==> src/rtl/axis_array_packet_sequence_checker_pkg.sv <==
// Shared definitions for the multi-channel AXI-Stream test-packet checker:
// header layout, channel FSM states and small byte-level helpers.
package axis_seq_chk_pkg;

  // Byte offsets of the self-describing header inside every test packet
  localparam int SEQ_OFFSET     = 0;
  localparam int BLEN_OFFSET    = 4;
  localparam int PAYLOAD_OFFSET = 6;

  // Widest tkeep the popcount helper accepts (DATA_BYTES up to 64)
  localparam int MAX_KEEP_BITS  = 64;

  typedef enum logic [1:0] {
    IDLE = 2'd0,
    BODY = 2'd1,
    EVAL = 2'd2
  } chk_state_t;

  // Payload byte at absolute packet index k (only the low 8 bits of k matter)
  function automatic logic [7:0] expected_byte(input logic [7:0] seq8, input logic [7:0] k);
    return seq8 + k;
  endfunction

  // Number of enabled bytes in a beat
  function automatic logic [7:0] popcount_keep(input logic [MAX_KEEP_BITS-1:0] keep);
    logic [7:0] n;
    n = '0;
    for (int i = 0; i < MAX_KEEP_BITS; i++) begin
      n = n + {7'd0, keep[i]};
    end
    return n;
  endfunction

endpackage

==> src/rtl/axis_array_packet_sequence_checker_chan.sv <==
// One checker channel: parses and verifies a single AXI-Stream of test
// packets, keeps saturating statistics and optionally throttles tready
// with a free-running LFSR.
module axis_packet_sequence_checker_chan
  import axis_seq_chk_pkg::*;
#(
  parameter int          DATA_BYTES      = 8,
  parameter int          MIN_BLEN        = 64,
  parameter int          MAX_BLEN        = 1500,
  parameter int          CNT_WIDTH       = 32,
  parameter int          BACKPRESSURE_EN = 0,
  parameter logic [31:0] LFSR_SEED       = 32'hACE1_2024
) (
  input  logic                    clk,
  input  logic                    aresetn,
  input  logic [DATA_BYTES*8-1:0] tdata_i,
  input  logic [DATA_BYTES-1:0]   tkeep_i,
  input  logic                    tvalid_i,
  input  logic                    tlast_i,
  output logic                    tready_o,
  input  logic [7:0]              bp_ready_pct_i,
  input  logic                    cnt_clear_i,
  output logic [CNT_WIDTH-1:0]    good_cnt_o,
  output logic [CNT_WIDTH-1:0]    seq_err_cnt_o,
  output logic [CNT_WIDTH-1:0]    len_err_cnt_o,
  output logic [CNT_WIDTH-1:0]    data_err_cnt_o,
  output logic                    err_sticky_o
);

  localparam logic [DATA_BYTES-1:0] KEEP_ALL  = '1;
  localparam logic [DATA_BYTES-1:0] KEEP_ONE  = DATA_BYTES'(1);
  localparam logic [CNT_WIDTH-1:0]  CNT_ONE   = CNT_WIDTH'(1);
  localparam logic [31:0]           SEED_SAFE = (LFSR_SEED == 32'd0) ? 32'd1 : LFSR_SEED;
  localparam logic [31:0]           LFSR_TAPS = 32'h8020_0003;

  chk_state_t state_q, state_d;

  logic                 readyEn_q;
  logic [31:0]          lfsr_q, lfsr_d;
  logic [31:0]          seq_q;
  logic [31:0]          expSeq_q;
  logic [15:0]          hdrBlen_q;
  logic [16:0]          byteCnt_q, byteCnt_d;
  logic                 seqLocked_q;
  logic                 keepErr_q;
  logic                 dataErr_q;
  logic                 errSticky_q;
  logic [CNT_WIDTH-1:0] goodCnt_q, seqErrCnt_q, lenErrCnt_q, dataErrCnt_q;

  logic                     beat, bpOk, evalActive;
  logic                     lenErr, seqErr, anyErr;
  logic                     laneErr, keepBad, keepContig;
  logic [31:0]              seqNew;
  logic [15:0]              blenNew;
  logic [7:0]               beatBytes;
  logic [17:0]              cntSum;
  logic [MAX_KEEP_BITS-1:0] keepWide;

  function automatic logic [CNT_WIDTH-1:0] satInc(input logic [CNT_WIDTH-1:0] v);
    return (v == '1) ? v : v + CNT_ONE;
  endfunction

  assign beat = tvalid_i & tready_o;

  // State register for the per-channel packet FSM
  always_ff @(posedge clk or negedge aresetn) begin
    if (!aresetn) begin
      state_q <= IDLE;
    end else begin
      state_q <= state_d;
    end
  end

  // Next-state logic: header beat, body beats, then one evaluation cycle
  always_comb begin
    state_d = state_q;
    unique case (state_q)
      IDLE:    if (beat) state_d = tlast_i ? EVAL : BODY;
      BODY:    if (beat && tlast_i) state_d = EVAL;
      EVAL:    state_d = IDLE;
      default: state_d = IDLE;
    endcase
  end

  // FSM outputs: tready gating and the evaluation strobe
  always_comb begin
    bpOk       = (BACKPRESSURE_EN == 0) || (bp_ready_pct_i == 8'hFF) ||
                 (lfsr_q[7:0] < bp_ready_pct_i);
    tready_o   = readyEn_q && bpOk && (state_q != EVAL);
    evalActive = (state_q == EVAL);
  end

  // Header fields as they appear on the first beat, big-endian on the wire
  always_comb begin
    seqNew  = {tdata_i[8*SEQ_OFFSET +: 8],       tdata_i[8*(SEQ_OFFSET+1) +: 8],
               tdata_i[8*(SEQ_OFFSET+2) +: 8],   tdata_i[8*(SEQ_OFFSET+3) +: 8]};
    blenNew = {tdata_i[8*BLEN_OFFSET +: 8],      tdata_i[8*(BLEN_OFFSET+1) +: 8]};
  end

  // Per-lane payload comparison; header lanes are skipped on the first beat
  always_comb begin
    laneErr = 1'b0;
    for (int j = 0; j < DATA_BYTES; j++) begin
      if (state_q == IDLE) begin
        if ((j >= PAYLOAD_OFFSET) && tkeep_i[j] &&
            (tdata_i[8*j +: 8] != expected_byte(seqNew[7:0], 8'(j)))) begin
          laneErr = 1'b1;
        end
      end else if (tkeep_i[j] &&
                   (tdata_i[8*j +: 8] != expected_byte(seq_q[7:0], byteCnt_q[7:0] + 8'(j)))) begin
        laneErr = 1'b1;
      end
    end
  end

  // Byte counting (17-bit saturating) and tkeep legality of the current beat
  always_comb begin
    keepWide                 = '0;
    keepWide[DATA_BYTES-1:0] = tkeep_i;
    beatBytes  = popcount_keep(keepWide);
    cntSum     = ((state_q == IDLE) ? 18'd0 : {1'b0, byteCnt_q}) + {10'd0, beatBytes};
    byteCnt_d  = cntSum[17] ? '1 : cntSum[16:0];
    keepContig = tkeep_i[0] && ((tkeep_i & (tkeep_i + KEEP_ONE)) == '0);
    keepBad    = tlast_i ? !keepContig : (tkeep_i != KEEP_ALL);
  end

  // Verdict for the packet being evaluated
  always_comb begin
    lenErr = (byteCnt_q != {1'b0, hdrBlen_q}) ||
             (byteCnt_q < 17'(MIN_BLEN)) ||
             (byteCnt_q > 17'(MAX_BLEN)) ||
             keepErr_q;
    seqErr = seqLocked_q && (seq_q != expSeq_q);
    anyErr = lenErr || seqErr || dataErr_q;
  end

  // Galois LFSR next value
  always_comb begin
    lfsr_d = {1'b0, lfsr_q[31:1]} ^ (lfsr_q[0] ? LFSR_TAPS : 32'd0);
  end

  // Ready enable and backpressure LFSR run every cycle once out of reset
  always_ff @(posedge clk or negedge aresetn) begin
    if (!aresetn) begin
      readyEn_q <= 1'b0;
      lfsr_q    <= SEED_SAFE;
    end else begin
      readyEn_q <= 1'b1;
      lfsr_q    <= lfsr_d;
    end
  end

  // Capture header and accumulate per-packet length/keep/payload status
  always_ff @(posedge clk or negedge aresetn) begin
    if (!aresetn) begin
      seq_q     <= '0;
      hdrBlen_q <= '0;
      byteCnt_q <= '0;
      keepErr_q <= 1'b0;
      dataErr_q <= 1'b0;
    end else if (beat) begin
      if (state_q == IDLE) begin
        seq_q     <= seqNew;
        hdrBlen_q <= blenNew;
      end
      byteCnt_q <= byteCnt_d;
      keepErr_q <= ((state_q == IDLE) ? 1'b0 : keepErr_q) | keepBad;
      dataErr_q <= ((state_q == IDLE) ? 1'b0 : dataErr_q) | laneErr;
    end
  end

  // Statistics, sequence tracking and sticky error; a clear beats an increment
  always_ff @(posedge clk or negedge aresetn) begin
    if (!aresetn) begin
      expSeq_q     <= '0;
      seqLocked_q  <= 1'b0;
      errSticky_q  <= 1'b0;
      goodCnt_q    <= '0;
      seqErrCnt_q  <= '0;
      lenErrCnt_q  <= '0;
      dataErrCnt_q <= '0;
    end else begin
      if (evalActive) begin
        expSeq_q <= seq_q + 32'd1;
      end
      if (cnt_clear_i) begin
        seqLocked_q  <= 1'b0;
        errSticky_q  <= 1'b0;
        goodCnt_q    <= '0;
        seqErrCnt_q  <= '0;
        lenErrCnt_q  <= '0;
        dataErrCnt_q <= '0;
      end else if (evalActive) begin
        seqLocked_q <= 1'b1;
        if (seqErr)    seqErrCnt_q  <= satInc(seqErrCnt_q);
        if (lenErr)    lenErrCnt_q  <= satInc(lenErrCnt_q);
        if (dataErr_q) dataErrCnt_q <= satInc(dataErrCnt_q);
        if (!anyErr)   goodCnt_q    <= satInc(goodCnt_q);
        if (anyErr)    errSticky_q  <= 1'b1;
      end
    end
  end

  assign good_cnt_o     = goodCnt_q;
  assign seq_err_cnt_o  = seqErrCnt_q;
  assign len_err_cnt_o  = lenErrCnt_q;
  assign data_err_cnt_o = dataErrCnt_q;
  assign err_sticky_o   = errSticky_q;

endmodule

==> config.mk <==
export PLATFORM = sky130hd
export DESIGN_NAME = axis_packet_sequence_checker_chan
export DESIGN_NICKNAME = d
export VERILOG_FILES = /design/src/rtl/axis_array_packet_sequence_checker_pkg.sv /design/src/rtl/axis_array_packet_sequence_checker_chan.sv
export SDC_FILE = /design/constraint.sdc
export NUM_CORES = 1
export LEC_CHECK = 0
export BUFFER_PORTS_ARGS = -buffer_cell sky130_fd_sc_hd__buf_4
export CAP_MARGIN = 30
export CELL_PAD_IN_SITES_DETAIL_PLACEMENT = 0
export CELL_PAD_IN_SITES_GLOBAL_PLACEMENT = 1
export CORE_MARGIN = 8
export CORE_UTILIZATION = 48
export DETAILED_ROUTE_END_ITERATION = 7
export PLACE_DENSITY_LB_ADDON = 0.1
export SYNTH_ARGS = -nofsm -noshare
export SYNTH_HDL_FRONTEND = slang
export SYNTH_SLANG_ARGS = --single-unit
export TNS_END_PERCENT = 100
==> constraint.sdc <==
create_clock -name clk -period 9.2 [get_ports clk]
set_input_delay 1.84 -clock clk [delete_from_list [all_inputs] [get_ports clk]]
set_output_delay 1.84 -clock clk [all_outputs]
set_load 0.02 [all_outputs]
==> impl_results.rst, run 1 <==
.. list-table::
   :header-rows: 1

   * - Metric
     - Value
   * - Count of input and output buffers
     - 206
   * - Class of the most critical hold timing path
     - reg -> reg
   * - Global-route wire length before repair
     - ~70000 um
   * - Cell-by-cell trace of the critical path
     - buf_4 > fa_1 > inv_1 > fa_1 > fa_1 > inv_1 > fa_1 > a21o_1 > a21oi_1 > o21bai_1 > nor4bb_1 > a31oi_1 > buf_4 > a21oi_1 > nor2_1 > a21oi_1
   * - Standard cell area after detailed placement
     - 0.0169 sq mm
   * - Count of vias placed by the detailed router
     - 12791
   * - Dominant synthesized flop cell
     - sky130_fd_sc_hd__dfrtp_1
   * - Most frequent cell after synthesis
     - sky130_fd_sc_hd__dfrtp_1
   * - Async set-reset flop share out of synthesis
     - 100%
   * - Number of warnings printed during yosys synthesis
     - 0
   * - Share of final-layout standard cells stronger than drive strength 1
     - between 10% and 20%
   * - Antenna violations before repair
     - 0
   * - Slowest-stage cell, CP
     - sky130_fd_sc_hd__nor4bb_1
   * - Die span in y
     - 193 um
   * - Pin slew with the least headroom to its limit
     - 1.05 ns
   * - Detailed-router iteration count before antenna repair
     - 5
   * - Detail-routed net length per standard cell
     - 19.4 um
   * - DRC marker count from the first detailed-route iteration
     - 898
   * - Pwr per Cell Area
     - 255 mW/mm^2
   * - Clock tree sinks
     - 232
   * - Final period utilization
     - ~63%
   * - Max-capacitance violation count
     - 0
   * - Cell mode on critical path
     - sky130_fd_sc_hd__fa_1
   * - Synthesized area per cell
     - 9.06 sq um
   * - Part of the total power dissipated in combinational logic
     - 44.7%
   * - Top Ports
     - about 220
   * - RSZ-0062 raised after global routing
     - no
   * - Final hold violation count
     - 0
   * - Largest cells by area after synthesis
     - sky130_fd_sc_hd__dfrtp_1 (39%), sky130_fd_sc_hd__xnor2_1 (8.6%), sky130_fd_sc_hd__xor2_1 (7.0%)
   * - Post-Syn Instances
     - 1661
   * - Peak per-stage delay on the critical path
     - 0.95 ns
   * - Top cell family by delay on the critical path
     - adder cells
   * - Signed area change from the synthesized netlist to the final layout
     - 18.9%
   * - Switching power total
     - 1.81 mW
   * - Total nets after synthesis
     - approximately 1800
   * - Detail-routed via count per cell
     - 5.67
   * - Std-Cell Rows
     - 65
   * - Count of buffer and inverter cells on the critical path
     - 4
   * - Number of synthesized flops with an enable pin
     - 0
   * - GR Util All Layers
     - 23.4%
   * - Pin count of the biggest net entering global routing
     - approximately 110
   * - Worst clock skew
     - 0.0167 ns
   * - Rel. slew slack
     - 28.8%
   * - Number of filler instances in the final layout
     - 2929
   * - Worst-path maximum fanout
     - 11
   * - Buffer levels on the longest clock path
     - 3
   * - Number of nets in the layout
     - 1968
   * - Cell type with the largest total area after synthesis
     - sky130_fd_sc_hd__dfrtp_1
   * - Tmin final
     - 5.75 ns
   * - Kind of end point of the critical path
     - flip-flop
   * - Final hold slack
     - 0.501 ns
   * - Netlist Area Pre-Place
     - around 0.015 sq mm
   * - Ant diodes
     - 0
   * - Netlist cell types
     - 69
   * - Number of global-route vias before repair
     - roughly 12000
   * - Estimated wirelength of the detail-placed design
     - 32200 um
   * - Number of resized instances in the post-cts repair step
     - 0
   * - Worst Path Required
     - 9.67 ns
   * - Arr. time, crit path
     - 6.22 ns
   * - Antenna Violating Nets Remaining
     - 0
   * - Source-to-sink clock delay at the later pin of the worst-skew pair
     - ~0.55 ns
   * - Clock tree from TritonCTS
     - yes
   * - Slew Limit Fails
     - 0
   * - Inserted Clock Buffers
     - 29
   * - Post-route cell area
     - 0.0179 sq mm
   * - Post-CTS Hold Buffers
     - 0
   * - Clk network pwr share
     - between 20% and 30%
   * - Count of state elements after synthesis
     - 232
   * - Post-route total power
     - 4.57 mW
   * - WS Path Type
     - in -> reg
   * - Run status
     - finished, final reports clean
   * - Placer congestion estimate
     - around 0.9
   * - Maximum operating frequency
     - 174 MHz
   * - CP Launch Type
     - input pin
   * - DRC violations left
     - 0
   * - Die Width
     - 193 um
   * - P_leak
     - around 7.7 nW
   * - Fraction of the yosys area taken by sequential cells
     - 38.6%
   * - Final-report setup violation count
     - 0
   * - Sequential power share
     - 29.8%
   * - Setup_tns
     - 0 ns
   * - Most frequent cells after synthesis
     - sky130_fd_sc_hd__dfrtp_1 (232), sky130_fd_sc_hd__nor2_1 (169), sky130_fd_sc_hd__xnor2_1 (148)
   * - Postcts setup bufs
     - 0
   * - Clock H-tree levels
     - 1
   * - Maximum vdd ir drop
     - 0.000166 V
   * - Proportion of total power due to net switching
     - around two fifths
   * - Congestion Overflow GR
     - 0
   * - CTS clk-pin slew, worst paths
     - 0.06 ns
   * - Starting density of the core
     - 48.2%
   * - Total internal power
     - 2.75 mW
   * - Buffer type at the clock tree root
     - sky130_fd_sc_hd__clkbuf_16
   * - Portion of synthesized cell area occupied by the leading cell type
     - 38.6%
   * - Routed wire length
     - 43800 um
   * - Area enclosed by the die boundary
     - 0.0373 sq mm
   * - Core area
     - ~0.031 sq mm
==> worst paths after layout <==
path	cells past startpoint	slack, ns	endpoint	startpoint
min in group asynchronous	1	1.31	expSeq_q[17]$_DFFE_PN0P_	aresetn
min reg2reg	2	0.50	expSeq_q[0]$_DFFE_PN0P_	expSeq_q[0]$_DFFE_PN0P_
max reg2reg	15	4.35	byteCnt_q[4]$_DFFE_PN0P_	state_q[1]$_DFFE_PN0P_
max in group asynchronous	2	6.46	byteCnt_q[4]$_DFFE_PN0P_	aresetn
max	16	3.45	byteCnt_q[4]$_DFFE_PN0P_	tkeep_i[0]
min	2	0.50	expSeq_q[0]$_DFFE_PN0P_	expSeq_q[0]$_DFFE_PN0P_
==> metal layers <==
metal  track usage, %  vias to the layer above  wire, um
li1                 -                     6162         -
met1             33.9                     6270     20700
met2             36.3                      300     19700
met3             3.47                       59      2270
met4             6.04                        0      1070
met5                0                        -         0
==> kinds of logic (layout without fill, tap and decap cells) <==
kind of cell	Yosys count	after routing	synth area share (%)
adder cells (fa/ha/maj)	52	52	5.01
multiplexers	64	64	4.71
AND/OR/NAND/NOR	649	649	21.5
other	1	1	0.0249
flip-flops	232	232	38.6
XOR/XNOR	270	270	15.8
buffers and inverters	135	328	3.55
AO/OA/AOI/OAI	258	258	10.9
==> placed cells by master (no fill, tap or decap), types with 6 or more instances in the layout <==
cell                        netlist  final
sky130_fd_sc_hd__dfrtp_1        232    232
sky130_fd_sc_hd__buf_4            2    217
sky130_fd_sc_hd__nor2_1         169    168
sky130_fd_sc_hd__xnor2_1        148    148
sky130_fd_sc_hd__nand2_1        145    145
sky130_fd_sc_hd__xor2_1         121    121
sky130_fd_sc_hd__o21ai_0         85     85
sky130_fd_sc_hd__nand3_1         68     68
sky130_fd_sc_hd__a21oi_1         59     59
sky130_fd_sc_hd__inv_1           57     57
sky130_fd_sc_hd__mux2_2          54     54
sky130_fd_sc_hd__nand4_1         42     42
sky130_fd_sc_hd__nor3_1          42     42
sky130_fd_sc_hd__nor4_1          40     40
sky130_fd_sc_hd__ha_1            37     37
sky130_fd_sc_hd__clkbuf_16        0     29
sky130_fd_sc_hd__or3_1           27     27
sky130_fd_sc_hd__and3_1          24     24
sky130_fd_sc_hd__nor2b_1         19     19
sky130_fd_sc_hd__a31oi_1         18     18
sky130_fd_sc_hd__or4_1           16     16
sky130_fd_sc_hd__and4_1          15     15
sky130_fd_sc_hd__o211ai_1        15     15
sky130_fd_sc_hd__fa_1            14     14
sky130_fd_sc_hd__and2_1          11     11
sky130_fd_sc_hd__mux2i_1         10     10
sky130_fd_sc_hd__o41ai_1          9      9
sky130_fd_sc_hd__o21bai_1         9      9
sky130_fd_sc_hd__nand2b_1         9      8
sky130_fd_sc_hd__a221oi_1         8      8
sky130_fd_sc_hd__o21a_1           7      7
sky130_fd_sc_hd__clkinv_2         0      7
sky130_fd_sc_hd__clkbuf_8         0      7
sky130_fd_sc_hd__or2_2            6      6
sky130_fd_sc_hd__a211oi_1         6      6
==> sequential cells by signal (all words and copies together) (netlist names), 16 cells and up <==
register and cells:
len_err_cnt_o 32, good_cnt_o 32, seq_q 32, expSeq_q 32
seq_err_cnt_o 32, byteCnt_q 17, hdrBlen_q 16, data_err_cnt_o 32
==> through the flow <==
| stage | instances | setup WS (ns) | utilization (%) |
|---|---|---|---|
| after floorplan | 1661 | 3.59 | - |
| after global placement | 2201 | 2.77 | 54.1 |
| after detailed placement | 2203 | 2.98 | 54.1 |
| after CTS | 2256 | 3.52 | 57.3 |
| after global routing | 2256 | 3.16 | 57.3 |
| final | 2256 | 3.45 | 57.3 |
==> layout make-up <==
| cell class | count | area (sq um) | area share, % |
|---|---|---|---|
| Timing Repair Buffer | 218 | 1640 | 9.19 |
| Sequential cell | 232 | 5810 | 32.5 |
| Multi-Input combinational cell | 1294 | 8730 | 48.8 |
| Clock inverter | 12 | 143 | 0.798 |
| Clock buffer | 41 | 841 | 4.70 |
| Inverter | 57 | 214 | 1.20 |
| Tap cell | 402 | 503 | 2.81 |
==> power groups by stage <==
stage	registers, mW	logic, mW	clock network [mW]
after detailed placement	1.37	2.01	0
after CTS	1.36	2.02	1.19
final	1.36	2.04	1.16
after global routing	1.38	2.24	1.23
after floorplan	1.30	1.55	0
after global placement	1.37	1.99	0
==> worst reg2reg max path, stage by stage, from the launching register on <==
cell	delay [ns]
sky130_fd_sc_hd__dfrtp_1	0.45
sky130_fd_sc_hd__or2_2	0.54
sky130_fd_sc_hd__nand2_1	0.15
sky130_fd_sc_hd__fa_1	0.52
sky130_fd_sc_hd__fa_1	0.41
sky130_fd_sc_hd__inv_1	0.08
sky130_fd_sc_hd__fa_1	0.21
sky130_fd_sc_hd__a21o_1	0.14
sky130_fd_sc_hd__a21oi_1	0.09
sky130_fd_sc_hd__o21bai_1	0.34
sky130_fd_sc_hd__nor4bb_1	0.95
sky130_fd_sc_hd__a31oi_1	0.29
sky130_fd_sc_hd__buf_4	0.26
sky130_fd_sc_hd__a21oi_1	0.15
sky130_fd_sc_hd__nor2_1	0.06
sky130_fd_sc_hd__a21oi_1	0.12
No activity file was read; power rests on OpenSTA's default activity.
==> run 2, diff against run 1 <==
--- a/config.mk
+++ b/config.mk
@@ -10,7 +10,7 @@
 export CELL_PAD_IN_SITES_DETAIL_PLACEMENT = 0
 export CELL_PAD_IN_SITES_GLOBAL_PLACEMENT = 1
 export CORE_MARGIN = 8
-export CORE_UTILIZATION = 48
+export CORE_UTILIZATION = 45
 export DETAILED_ROUTE_END_ITERATION = 7
 export PLACE_DENSITY_LB_ADDON = 0.1
 export SYNTH_ARGS = -nofsm -noshare
==> constraint.sdc (replaced) <==
create_clock -name clk -period 6 [get_ports clk]
set_input_delay 1.2 -clock clk [delete_from_list [all_inputs] [get_ports clk]]
set_output_delay 1.2 -clock clk [all_outputs]
set_load 0.02 [all_outputs]
==> impl_results.rst, run 2 (synthesis results as in run 1) <==
.. list-table::
   :header-rows: 1

   * - Metric
     - Value
   * - Global-route wire length before repair
     - slightly above 70000 um
   * - Setup_tns
     - 0 ns
   * - Starting density of the core
     - between 40% and 50%
   * - Worst Setup SP
     - tkeep_i[0]
   * - Pin count of the biggest net entering global routing
     - 135
   * - Cell mode on critical path
     - sky130_fd_sc_hd__fa_1
   * - Maximum vdd ir drop
     - ~0.00023 V
   * - Clock tree from TritonCTS
     - yes
   * - Ant diodes
     - 0
   * - Number of resized instances in the post-cts repair step
     - 0
   * - Congestion Overflow GR
     - 0
   * - Worst Path Required
     - 6.43 ns
   * - Estimated wirelength of the detail-placed design
     - between 30000 and 40000 um
   * - Number of global-route vias before repair
     - 12439
   * - Post-CTS Hold Buffers
     - 0
   * - Tmin final
     - 4.81 ns
   * - Top Ports
     - 215
   * - Pin slew with the least headroom to its limit
     - 1.02 ns
   * - DRC marker count from the first detailed-route iteration
     - 616
   * - Final hold violation count
     - 0
   * - Core area
     - 0.0332 sq mm
   * - Worst-path maximum fanout
     - 8
   * - Antenna Violating Nets Remaining
     - 0
   * - Leading cell type in the layout, fill and taps excluded
     - sky130_fd_sc_hd__dfrtp_1
   * - Count of vias placed by the detailed router
     - 12681
   * - Worst clock skew
     - 0.0221 ns
   * - Die Width
     - between 150 and 200 um
   * - Kind of end point of the critical path
     - flip-flop
   * - Instance count along the most critical hold path
     - 2
   * - Buffer levels on the longest clock path
     - 3
   * - CTS clk-pin slew, worst paths
     - 0.06 ns
   * - Inserted Clock Buffers
     - 28
   * - Source-to-sink clock delay at the later pin of the worst-skew pair
     - 0.55 ns
   * - Met1 track demand over resource
     - 31.7%
   * - Slew Limit Fails
     - 0
   * - FF-to-FF End
     - byteCnt_q[13]$_DFFE_PN0P_
   * - Clock tree sinks
     - 232
   * - GR Util All Layers
     - 22.3%
   * - Peak per-stage delay on the critical path
     - ~0.54 ns
   * - Final-report setup violation count
     - 0
   * - Detail-routed net length per standard cell
     - between 15 and 20 um
   * - Met2 usage in global routing
     - 34.6%
   * - Beginning of the worst hold path
     - expSeq_q[10]$_DFFE_PN0P_
   * - Signed area change from the synthesized netlist to the final layout
     - 19.0%
   * - Postcts setup bufs
     - 0
   * - Met3 usage in global routing
     - between 4 and 5%
   * - Routed wire length
     - 44700 um
   * - Count of input and output buffers
     - about 210
   * - Post-route total power
     - approximately 6.9 mW
   * - WS Path Type
     - in -> reg
   * - Rel. slew slack
     - 31.8%
   * - Top cell family by delay on the critical path
     - adder cells
   * - Maximum operating frequency
     - 208 MHz
   * - Std-Cell Rows
     - 67
   * - Cell-by-cell trace of the critical path
     - buf_4 > fa_1 > inv_1 > fa_1 > fa_1 > inv_1 > fa_1 > a21o_1 > a21oi_1 > o21bai_1 > nor4bb_1 > a31oi_1 > buf_4 > a21oi_1 > o22a_1
   * - Pwr per Cell Area
     - 388 mW/mm^2
   * - CP Launch Type
     - input pin
   * - DRC violations left
     - 0
   * - Busiest layer in global routing
     - met2
   * - Critical path depth in cells
     - 15
   * - Number of nets in the layout
     - 1968
   * - Logic depth of the worst register-to-register path
     - 14
   * - Minimum setup slack among reg-to-reg paths
     - 1.44 ns
   * - Startpoint of the worst-slack reg-to-reg timing path
     - state_q[1]$_DFFE_PN0P_
   * - Placer congestion estimate
     - 0.882
   * - Share of final-layout standard cells stronger than drive strength 1
     - 18.0%
   * - Arr. time, crit path
     - ~5.2 ns
   * - Top library cells by usage in the layout, fill and taps aside
     - sky130_fd_sc_hd__dfrtp_1 (232), sky130_fd_sc_hd__buf_4 (217), sky130_fd_sc_hd__nor2_1 (168), sky130_fd_sc_hd__xnor2_1 (148), sky130_fd_sc_hd__nand2_1 (145)
   * - Die span in y
     - roughly 200 um
   * - Count of buffer and inverter cells on the critical path
     - 4
   * - Detail-routed via count per cell
     - 5.51
   * - Area enclosed by the die boundary
     - 0.0395 sq mm
   * - Class of the most critical hold timing path
     - reg -> reg
   * - P_leak
     - 7.63 nW
   * - Antenna violations before repair
     - 0
   * - Hold path endpoint
     - expSeq_q[10]$_DFFE_PN0P_
   * - Buffer type at the clock tree root
     - sky130_fd_sc_hd__clkbuf_16
   * - Final period utilization
     - 80.2%
   * - Slowest-stage cell, CP
     - sky130_fd_sc_hd__fa_1
   * - Detailed-router iteration count before antenna repair
     - 5
   * - Run status
     - finished, final reports clean
   * - Max-capacitance violation count
     - 0
   * - Clock H-tree levels
     - 1
   * - RSZ-0062 raised after global routing
     - no
run 2: worst reg2reg max path, delay by kind of cell, from the launching register on:
kind	cells	cell delay (ns)
flip-flops	1	0.43
adder cells (fa/ha/maj)	3	1.34
AO/OA/AOI/OAI	6	1.41
AND/OR/NAND/NOR	3	0.97
buffers and inverters	2	0.32
run 2: per-layer routing:
layer | up-vias | part of all wire, %
met3 | 46 | 6.4
met5 | - | 0
met1 | 6162 | 47
met4 | 0 | 1.8
met2 | 319 | 45
li1 | 6154 | -
run 2: layout make-up:
cell class,count,area (sq um)
clock buffer,42,813
clock inverter,9,106
fill,3158,15300
inverter,57,214
multi-input combinational,1294,8730
sequential,232,5810
tap,448,561
timing repair buffer,219,1660
run 2: worst max path at each step:
stage / endpoint / slack (ns)
2_1_floorplan: byteCnt_q[11]$_DFFE_PN0P_ / 1.03
3_3_place_gp: byteCnt_q[13]$_DFFE_PN0P_ / 0.73
3_5_place_dp: byteCnt_q[13]$_DFFE_PN0P_ / 0.72
4_1_cts: byteCnt_q[13]$_DFFE_PN0P_ / 1.30
5_1_grt: byteCnt_q[5]$_DFFE_PN0P_ / 1.06
6_report: byteCnt_q[13]$_DFFE_PN0P_ / 1.19
run 2: where the power goes:
part	switching (mW)	internal (mW)	total [mW]
logic	1.83	1.34	3.17
registers	0.302	1.79	2.09
clock network	0.667	1.02	1.68
total	2.79	4.15	6.94
run 2: per-stage QoR:
step	utilization, %	setup slack [ns]	hold slack, ns	instances	instance area [sq um]
after detailed placement	51.1	0.725	0.489	2249	17000
final	53.9	1.19	0.497	2301	17900
after global placement	51.1	0.727	0.481	2248	17000
after floorplan	-	1.03	0.465	1661	15000
after CTS	53.9	1.30	0.502	2300	17900
after global routing	53.9	1.06	0.521	2301	17900
==> run 3, diff against run 2 <==
==> constraint.sdc (replaced) <==
create_clock -name clk -period 4.6 [get_ports clk]
set_input_delay 0.92 -clock clk [delete_from_list [all_inputs] [get_ports clk]]
set_output_delay 0.92 -clock clk [all_outputs]
set_load 0.02 [all_outputs]
==> impl_results.rst, run 3 (synthesis results as in run 1) <==
.. list-table::
   :header-rows: 1

   * - Metric
     - Value
   * - Run status
     - finished, final reports clean
   * - Minimum setup slack among reg-to-reg paths
     - 0.75 ns
   * - Final standard cell count with taps included and fillers excluded
     - 2319
   * - Count of input and output buffers
     - 206
   * - Post-route total power
     - between 8 and 9 mW
   * - Buffer type at the clock tree root
     - sky130_fd_sc_hd__clkbuf_16
   * - Inserted Clock Buffers
     - 29
   * - Std-Cell Rows
     - 67
   * - Count of vias placed by the detailed router
     - 12849
   * - Tmin final
     - 4.17 ns
   * - Area enclosed by the die boundary
     - between 0.03 and 0.04 sq mm
   * - Post-CTS Hold Buffers
     - 0
   * - Class of the most critical hold timing path
     - in -> async
   * - Kind of end point of the critical path
     - flip-flop
   * - Antenna violations before repair
     - 0
   * - DRC violations left
     - 0
   * - Clock tree from TritonCTS
     - yes
   * - Signed area change from the synthesized netlist to the final layout
     - 19.7%
   * - Pin slew with the least headroom to its limit
     - just over 0.9 ns
   * - Leading cell type in the layout, fill and taps excluded
     - sky130_fd_sc_hd__buf_4
   * - Final hold slack
     - about 0.33 ns
   * - Worst-path maximum fanout
     - 7
   * - Clock tree sinks
     - roughly 230
   * - Ant diodes
     - 0
   * - Pin count of the biggest net entering global routing
     - 121
   * - Top library cells by usage in the layout, fill and taps aside
     - sky130_fd_sc_hd__buf_4 (238), sky130_fd_sc_hd__dfrtp_1 (232), sky130_fd_sc_hd__nor2_1 (168), sky130_fd_sc_hd__xnor2_1 (148), sky130_fd_sc_hd__nand2_1 (145)
   * - CTS clk-pin slew, worst paths
     - 0.06 ns
   * - Top Ports
     - 215
   * - Startpoint of the worst-slack reg-to-reg timing path
     - state_q[1]$_DFFE_PN0P_
   * - Die Width
     - just under 200 um
   * - Cells after DPL
     - 2271
   * - Arr. time, crit path
     - 4.57 ns
   * - Clock H-tree levels
     - 1
   * - Source-to-sink clock delay at the later pin of the worst-skew pair
     - 0.55 ns
   * - Congestion Overflow GR
     - 0
   * - Standard cell area after detailed placement
     - 0.0171 sq mm
   * - Max-capacitance violation count
     - 0
   * - Buffer levels on the longest clock path
     - 3
   * - FF-to-FF End
     - byteCnt_q[14]$_DFFE_PN0P_
   * - Slew Limit Fails
     - 0
   * - Die span in y
     - 199 um
   * - GR Util All Layers
     - about 22%
   * - Pwr per Cell Area
     - ~500 mW/mm^2
   * - RSZ-0062 raised after global routing
     - no
   * - Final-report setup violation count
     - 0
   * - Rel. slew slack
     - 39.0%
   * - Number of global-route vias before repair
     - 12538
   * - Final period utilization
     - between 90% and 100%
   * - Worst clock skew
     - 0.00897 ns
   * - Core area
     - ~0.033 sq mm
   * - Post-route cell area
     - roughly 0.018 sq mm
   * - Maximum operating frequency
     - between 200 and 250 MHz
   * - Final hold violation count
     - 0
   * - Worst Path Required
     - 5.00 ns
   * - Detail-routed net length per standard cell
     - 19.3 um
   * - P_leak
     - 7.70 nW
   * - Estimated wirelength of the detail-placed design
     - around 33000 um
   * - Routed wire length
     - 44800 um
   * - Global-route wire length before repair
     - 70800 um
   * - Detail-routed via count per cell
     - about 5.5
   * - Share of final-layout standard cells stronger than drive strength 1
     - 18.9%
   * - DRC marker count from the first detailed-route iteration
     - approximately 750
   * - WS Path Type
     - in -> reg
   * - Number of resized instances in the post-cts repair step
     - 0
   * - Detailed-router iteration count before antenna repair
     - 7
   * - CP Launch Type
     - input pin
   * - Placer congestion estimate
     - 0.881
   * - Number of nets in the layout
     - 1990
   * - Postcts setup bufs
     - 0
   * - Starting density of the core
     - 45.3%
   * - Maximum vdd ir drop
     - 0.000274 V
   * - Logic depth of the worst register-to-register path
     - 15
   * - Antenna Violating Nets Remaining
     - 0
-- run 3: cell types whose count changed in the layout (fill, tap and decap cells not counted) --
cell	delta
sky130_fd_sc_hd__a31oi_2	+1
sky130_fd_sc_hd__inv_6	+1
sky130_fd_sc_hd__bufinv_16	-2
sky130_fd_sc_hd__clkbuf_16	+1
sky130_fd_sc_hd__clkbuf_8	-2
sky130_fd_sc_hd__clkinv_2	-1
sky130_fd_sc_hd__inv_16	+1
sky130_fd_sc_hd__clkinv_8	-1
sky130_fd_sc_hd__buf_4	+21
sky130_fd_sc_hd__a31oi_1	-1
-- run 3: how the worst max path moves through the flow --
stage,start,endpoint,depth (start not counted)
2_1_floorplan,tkeep_i[0],byteCnt_q[11]$_DFFE_PN0P_,15
3_3_place_gp,tkeep_i[0],byteCnt_q[12]$_DFFE_PN0P_,16
3_5_place_dp,tkeep_i[0],byteCnt_q[14]$_DFFE_PN0P_,16
4_1_cts,tkeep_i[0],byteCnt_q[16]$_DFFE_PN0P_,16
5_1_grt,tkeep_i[0],byteCnt_q[16]$_DFFE_PN0P_,16
6_report,tkeep_i[0],byteCnt_q[16]$_DFFE_PN0P_,16
-- run 3: per-stage QoR --
step	setup TNS [ns]	setup slack, ns	util, %
2_1_floorplan	0	0.0597	-
3_3_place_gp	-0.297	-0.113	51.6
3_5_place_dp	-0.613	-0.124	51.6
4_1_cts	0	0.452	54.2
5_1_grt	0	0.120	54.2
6_report	0	0.434	54.2
-- run 3: per-layer routing --
metal | GRT usage [%] | share of wire (%)
met5 | 0 | 0
met4 | 5.46 | 2.6
met1 | 32.0 | 47
met2 | 34.9 | 45
met3 | 3.38 | 5.3
-- run 3: critical path, stage by stage --
cell and delay, ns:
sky130_fd_sc_hd__buf_4 0.12, sky130_fd_sc_hd__fa_1 0.57, sky130_fd_sc_hd__inv_1 0.07, sky130_fd_sc_hd__fa_1 0.52
sky130_fd_sc_hd__fa_1 0.41, sky130_fd_sc_hd__inv_1 0.08, sky130_fd_sc_hd__fa_1 0.21, sky130_fd_sc_hd__fa_1 0.22
sky130_fd_sc_hd__a21o_1 0.13, sky130_fd_sc_hd__a21oi_1 0.08, sky130_fd_sc_hd__nor2_1 0.15, sky130_fd_sc_hd__nand2_1 0.11
sky130_fd_sc_hd__nor3_1 0.57, sky130_fd_sc_hd__nand3_1 0.13, sky130_fd_sc_hd__o21ai_0 0.19, sky130_fd_sc_hd__a21oi_1 0.09
-- run 3: layout make-up --
| class | instances | area [sq um] |
|---|---|---|
| Clock inverter | 7 | 53.8 |
| Multi-Input combinational cell | 1294 | 8740 |
| Tap cell | 448 | 561 |
| Timing Repair Buffer | 240 | 1820 |
| Clock buffer | 41 | 811 |
| Fill cell | 3125 | 15200 |
| Sequential cell | 232 | 5810 |
| Inverter | 57 | 214 |
-- run 3: power breakdown --
group / leakage [nW] / internal [mW] / total [mW] / switching [mW]
clock: 0.429 / 1.22 / 2.09 / 0.871
combinational: 4.22 / 1.82 / 4.17 / 2.36
sequential: 3.05 / 2.33 / 2.71 / 0.386
total: 7.70 / 5.37 / 8.98 / 3.61
